`src/rtl/midi_msg_parser.sv`:
```
// MIDI channel-message parser with running status and a one-entry output.
// Ports: clk/rst, rx_byte/rx_valid in, msg_* ready/valid out, overflow/drop_count.
module midi_msg_parser #(
  parameter bit NOTE_ON_ZERO_IS_OFF = 1'b1
) (
  input  logic       clk,
  input  logic       rst,
  input  logic [7:0] rx_byte,
  input  logic       rx_valid,
  output logic       msg_valid,
  input  logic       msg_ready,
  output logic [2:0] msg_kind,
  output logic [3:0] msg_chan,
  output logic [6:0] msg_d1,
  output logic [6:0] msg_d2,
  output logic       overflow,
  output logic [7:0] drop_count
);

  localparam logic [1:0] S_IDLE  = 2'd0;
  localparam logic [1:0] S_D1    = 2'd1;
  localparam logic [1:0] S_D2    = 2'd2;
  localparam logic [1:0] S_SYSEX = 2'd3;

  logic [1:0] r_state;
  // running status without bit 7; only meaningful outside IDLE/SYSEX
  logic [6:0] r_rs;
  logic [6:0] r_d1;

  logic       w_rt;
  logic       w_sx;
  logic       w_sc;
  logic       w_st;
  logic       w_data;
  logic       w_one;
  logic       w_done;
  logic [6:0] w_cd1;
  logic [6:0] w_cd2;
  logic [2:0] w_kind;
  logic       w_load;

  assign w_rt   = rx_byte[7:3] == 5'b11111;
  assign w_sx   = rx_byte == 8'hF0;
  assign w_sc   = rx_byte[7:4] == 4'hF && !w_rt && !w_sx;
  assign w_st   = rx_byte[7] && rx_byte[7:4] != 4'hF;
  assign w_data = !rx_byte[7];

  // PROG and CHAN_AT carry a single data byte
  assign w_one  = r_rs[6:5] == 2'b10;

  assign w_done = rx_valid && w_data &&
                  ((r_state == S_D1 && w_one) || r_state == S_D2);

  assign w_cd1  = (r_state == S_D1) ? rx_byte[6:0] : r_d1;
  assign w_cd2  = (r_state == S_D1) ? 7'd0 : rx_byte[6:0];

  assign w_kind = (NOTE_ON_ZERO_IS_OFF && r_rs[6:4] == 3'd1 && w_cd2 == 7'd0)
                ? 3'd0 : r_rs[6:4];

  assign w_load = w_done && (!msg_valid || msg_ready);

  always_ff @(posedge clk or posedge rst) begin
    if (rst) begin
      r_state    <= S_IDLE;
      r_rs       <= 7'd0;
      r_d1       <= 7'd0;
      msg_valid  <= 1'b0;
      msg_kind   <= 3'd0;
      msg_chan   <= 4'd0;
      msg_d1     <= 7'd0;
      msg_d2     <= 7'd0;
      overflow   <= 1'b0;
      drop_count <= 8'd0;
    end else begin
      if (rx_valid) begin
        unique case (1'b1)
          w_rt: ;
          w_sx: begin
            r_rs    <= 7'd0;
            r_state <= S_SYSEX;
          end
          w_sc: begin
            r_rs    <= 7'd0;
            r_state <= S_IDLE;
          end
          w_st: begin
            r_rs    <= rx_byte[6:0];
            r_state <= S_D1;
          end
          w_data: begin
            if (r_state == S_D1 && !w_one) begin
              r_d1    <= rx_byte[6:0];
              r_state <= S_D2;
            end else if (r_state == S_D2) begin
              r_state <= S_D1;
            end
          end
          default: ;
        endcase
      end

      if (w_load) begin
        msg_valid <= 1'b1;
        msg_kind  <= w_kind;
        msg_chan  <= r_rs[3:0];
        msg_d1    <= w_cd1;
        msg_d2    <= w_cd2;
      end else if (w_done) begin
        overflow <= 1'b1;
        if (drop_count != 8'hFF)
          drop_count <= drop_count + 8'd1;
      end else if (msg_valid && msg_ready) begin
        msg_valid <= 1'b0;
      end
    end
  end

endmodule

```
`config.mk`:
```
export PLATFORM = sky130hd
export DESIGN_NAME = midi_msg_parser
export DESIGN_NICKNAME = d
export VERILOG_FILES = /design/src/rtl/midi_msg_parser.sv
export SDC_FILE = /design/constraint.sdc
export NUM_CORES = 1
export LEC_CHECK = 0
export BUFFER_PORTS_ARGS = -buffer_cell sky130_fd_sc_hd__buf_2
export CORE_MARGIN = 5
export CORE_UTILIZATION = 45
export DETAILED_ROUTE_END_ITERATION = 10
export GPL_ROUTABILITY_DRIVEN = 1
export PLACE_DENSITY_LB_ADDON = 0.08
export SLEW_MARGIN = 20
export SYNTH_ARGS = -nofsm -noshare
export SYNTH_HDL_FRONTEND = slang
export SYNTH_SLANG_ARGS = --single-unit
```
`constraint.sdc`:
```
create_clock -name clk -period 1.8 [get_ports clk]
set_clock_uncertainty 0.15 [all_clocks]
set_input_delay 0.36 -clock clk [delete_from_list [all_inputs] [get_ports clk]]
set_output_delay 0.36 -clock clk [all_outputs]
set_load 0.02 [all_outputs]
```
Yosys cells after proc, flatten, opt, wreduce, memory -nomap -nowiden
Index checks and enable logic that the tools add are counted.

operators by class
  add/sub/neg operators = 1
  equal/unequal tests = 11
  muxes and demuxes = 11
  bitwise gates (word level) = 2
  reduce and logical (&&, ||, !) cells = 28

operators by type and width
  cell                                                 count
  two-way mux 7 bit                                    2
  one-hot mux 7 bit (2 select lines)                   1
  logical AND 1 bit                                    10
  AND reduction 3 bit                                  3
  adder 8 x 1 -> 8 bit, second input constant          1
  equality test 8 bit, second input constant           1
  != test 8 bit, second input constant                 1
  one-hot mux 2 bit (4 select lines)                   1
  logical NOT 7 bit                                    1
  two-way mux 2 bit                                    3
  AND reduction 2 bit                                  3
  equality test 5 bit, second input constant           1
  logical NOT 1 bit                                    5
  equality test 2 bit, second input constant           2
  equality test 4 bit, second input constant           1
  != test 4 x 2 -> 1 bit, second input constant        1
  != test 4 bit, second input constant                 1
  nonzero test 2 bit                                   2
  nonzero test 4 bit                                   1
  equality test 3 x 1 -> 1 bit, second input constant  1
  two-way mux 1 bit                                    3
  two-way mux 3 bit                                    1
  equality test 2 x 1 -> 1 bit, second input constant  1
  logical OR 1 bit                                     2
  3 further kinds                                      4

storage, ports and cells
  flip-flop bits (word level) = 47
  input bits = 12
  output and inout bits = 31

Longest topological paths before layout
  word-level depth = 7
  mapped depth = 6

Worst setup path before layout
No wires, ideal clock.

  path kind = reg-to-reg
  from = register r_rs[5]
  to = register drop_count[6]
  data arrival time = 1.464 ns
  setup slack = 0.061 ns
  stages on the path, launching flop included = 5
  cell sequence = dfrtp_1 and4bb_4 o2111ai_4 nor3_1 mux2_2

between the ends
  longest elaborated chain between the ends = 7

ends and longest elaborated chain
  what                                    RTL line  RTL
  start, declared                         27        logic [6:0] r_rs;
  start signal, assigned                  87        r_rs <= rx_byte[6:0];
  equality test 2 bit *                   49        assign w_one = r_rs[6:5] == 2'b10;
  logical AND 1 bit *                     52        ((r_state == S_D1 && w_one) || r_state == S_D2);
  logical OR 1 bit *                      52
  logical AND 1 bit *                     51        assign w_done = rx_valid && w_data &&
  logical AND 1 bit                       60        assign w_load = w_done && (!msg_valid || msg_ready);
  inverter 1 bit (no source line)         --
  AND reduction 3 bit (no source line) *  --
  end signal, assigned                    111       drop_count <= drop_count + 8'd1;
  end, declared                           17        output logic [7:0] drop_count

Mark *: on every way between the ends. The rest lies on a longest branch, timed or not.
A chain may end at the register's enable or synchronous reset.

Worst setup path after layout
  from = register r_state[0]
  to = register msg_chan[1]

between the ends
  longest elaborated chain between the ends = 5
  elaborated cells between the ends (all ways) = 6
  classes of those cells = 2 x eq/ne; 4 x reduce/logical

ends and longest elaborated chain
  what                          RTL line  RTL
  start, declared               25        logic [1:0] r_state;
  start signal, assigned        64        r_state <= S_IDLE;
  start signal, assigned        80        r_state <= S_SYSEX;
  start signal, assigned        84        r_state <= S_IDLE;
  equality test 2 x 1 -> 1 bit  52
  logical AND 1 bit             52
  logical OR 1 bit *            52
  logical AND 1 bit *           51
  logical AND 1 bit *           60
  end signal, assigned          105       msg_chan <= r_rs[3:0];
  end, declared                 13        output logic [3:0] msg_chan,

Marked as above.

==> results.toml <==
[placed_design]
portBuffers = 42
place_hpwl_um = 3250
pre_cts_ws_ps = 16.4
place.gp.congestion = 0.817

[layout]
layout-drive-gt1-share_pct = 37.1
regArea_um2 = 1180
multi_input_area_um2 = 901
area_growth_pct = 21.2
layout.nets = 244
diodes = 0
nFillCells = 422

[sta]
final.period_utilization_pct = 97.5
slew_violations = 0
fin_tns_setup_ps = 0
rsz0062_at_grt = "true"
worstMarginPinSlew_ps = 422
setup_ws_ps = 44.4
fin_crit_ps = 1760
slew_headroom_pct = 71.8
hold_violations = 0
setup_viol = 0
fmax_mhz = 570

[synth]
avgSynthCellArea_um2 = 11.8
synthCells = 179
yosysWarnings = 0
synth_area_um2 = 2110
yosysSeqAreaShare_pct = 55.9
synth.distinct_cells = 38
ys_ff_latch = 47
synth_nets = 192

[critical_path]
crit_required_ps = 1830
path_class = "flip-flop to flip-flop"
r2r_cells = 4
worstPathMaxFanout = 36
critPathBufInv = 1
cp.depth = 4
cp_slowest_cell = "dfrtp_1"
cp-end-kind = "flip-flop"
slowest_delay_ps = 400
arrival_ps = 1790
worstPathCellList = "and2b_2 > o211ai_2 > buf_12 > mux2_2"
crit_path_start_kind = "flip-flop"
crit_family = "flip-flops"

[power]
leakagePower_nw = 1.29
ir_drop_mv = 0.485
power.density_nw_per_um2 = 1400

[die]
die_area_um2 = 6150
num_rows = 24
dieHeight_um = 78.4
io_pins = 43
design.core.area_um2 = 4440
dieWidth_um = 78.4
start_util_pct = 47.4

[drt]
wl_um = 4410
drtPass1Iterations = 4
avgViaCountPerCell = 5.38
drtIter0Drc = 70
antenna_left = 0
post_drt_wl_per_cell_um = 15.5
drc_errors = 0
vias = 1528

[global_routing]
grt_usage_pct = 15.2
grt_pass1_wl_um = 7300
antenna_found_initial = 0
grt_pass1_vias = 1527
overflow = 0
grt_max_degree = 37

[clock_network]
root_buffer = "clkbuf_8"
cts_tree = "built"
clkTransAtPathRegs_ps = 80
clockBufferDepth = 2
clk_latency_ps = 300
clock-sinks = 47
cts_max_level = 2
cts_buffers = 5

[worst_hold_path]
whs_path_depth = 3
hold_path.class = "primary input to flip-flop"

[job]
max_cap_viol_count = 0

[status]
status = "finished clean"
synth_stat cells (all sizes together):
cell	n	area share [%]
dfrtp	47	56
o22a	2	0.83
and2b	2	0.71
nor2b	2	0.59
nand2	27	4.9
o2111ai	1	1.2
inv	3	0.53
nand3	5	1.2
nand2b	4	1.2
mux2	15	8.0
o211ai	1	0.59
o311a	1	0.48
mux2i	7	3.3
o32a	1	0.48
nor4b	1	0.71
buf	4	1.5
o31ai	2	0.71
nor4	3	1.5
clkbuf	3	0.65
and4bb	1	0.77
and3	1	0.30
xor2	6	2.5
nand4	1	0.30
a22o	6	2.5
a31oi	1	0.30
o21ai	16	3.8
nor2	6	1.3
ha	1	0.59
nor3	5	1.4
a21oi	2	0.48
a21o	2	0.71
layer usage:
layer  up-vias  share of wire, %  GRT usage, %
met2        35                52          26.8
met4         0               1.3          5.24
met5         -                 0             0
li1        742                 -             -
met3         6               4.2          3.89
met1       745                42          18.1
placed cells by master (no fill, tap or decap), types with 5 or more instances in the layout:
cell type	n
a22o_1	6
o21ai_0	16
buf_2	42
nand2_1	26
dfrtp_1	47
nand3_1	5
buf_4	6
clkbuf_8	5
mux2_2	13
mux2i_1	7
xor2_1	6
power by group:
part           internal (mW)  total (mW)  switching (mW)
clock                  0.273       0.607           0.334
combinational          0.593        1.38           0.789
sequential              1.40        1.59           0.185
total                   2.27        3.58            1.31
final timing paths:
| check | slack, ps | to | from |
|---|---|---|---|
| max | 40 | msg_chan[1]$_DFFE_PP0P_ | r_state[0]$_DFFE_PP0P_ |
| min | 200 | msg_d2[2]$_DFFE_PP0P_ | rx_byte[2] |
| max reg2reg | 40 | msg_chan[1]$_DFFE_PP0P_ | r_state[0]$_DFFE_PP0P_ |
| min reg2reg | 330 | msg_d1[2]$_DFFE_PP0P_ | msg_d1[2]$_DFFE_PP0P_ |
| max in group asynchronous | 570 | msg_d1[3]$_DFFE_PP0P_ | rst |
| min in group asynchronous | 440 | msg_d2[6]$_DFFE_PP0P_ | rst |
kinds of logic (layout without fill, tap and decap cells):
logic type | count (synthesis) | count (layout) | share of synthesized area [%]
buffers and inverters | 10 | 63 | 2.67
XOR/XNOR | 6 | 6 | 2.50
AND/OR/NAND/NOR | 58 | 58 | 14.9
adder cells (fa/ha/maj) | 1 | 1 | 0.594
AO/OA/AOI/OAI | 35 | 35 | 12.1
multiplexers | 22 | 22 | 11.3
flip-flops | 47 | 47 | 55.9
layout make-up:
cell class,count,share of cell area (%)
clock buffers,7,2.99
clock inverters,1,0.196
inverters,3,0.441
multi-input cells,122,35.3
flip-flops and latches,47,46.1
well taps,52,2.55
repair buffers,52,12.4
flip-flops by register name, summed over array words and instances, names as in the netlist, 2 cells and up:
name / count
msg_kind: 3
r_rs: 7
r_state: 2
drop_count: 8
r_d1: 7
msg_chan: 4
msg_d1: 7
msg_d2: 7
what timing repair did:
| action | in CTS | in global routing |
|---|---|---|
| hold buffers | 1 | 0 |
| setup endpoints to repair | 1 | 8 |
| buffers inserted | 0 | 1 |
| gates resized for setup | 1 | 6 |
| hold endpoints to repair | 16 | 0 |
| pin swaps | 0 | 0 |
worst reg2reg max path, cell delays in order, from the launching register on:
cell	delay [ps]
dfrtp_1	400
and2b_2	290
o211ai_2	230
buf_12	210
mux2_2	370
per-stage QoR:
stage | hold slack [ps] | power, mW | cells | utilization, % | cell area [µm²]
2_1_floorplan | 306 | 2.54 | 179 | - | 2110
3_3_place_gp | 202 | 2.92 | 274 | 54.5 | 2420
3_5_place_dp | 223 | 2.98 | 274 | 54.5 | 2420
4_1_cts | 195 | 3.60 | 283 | 56.6 | 2510
5_1_grt | 199 | 3.83 | 284 | 57.4 | 2550
6_report | 202 | 3.58 | 284 | 57.4 | 2550
Power figures use the tool's default switching activity.
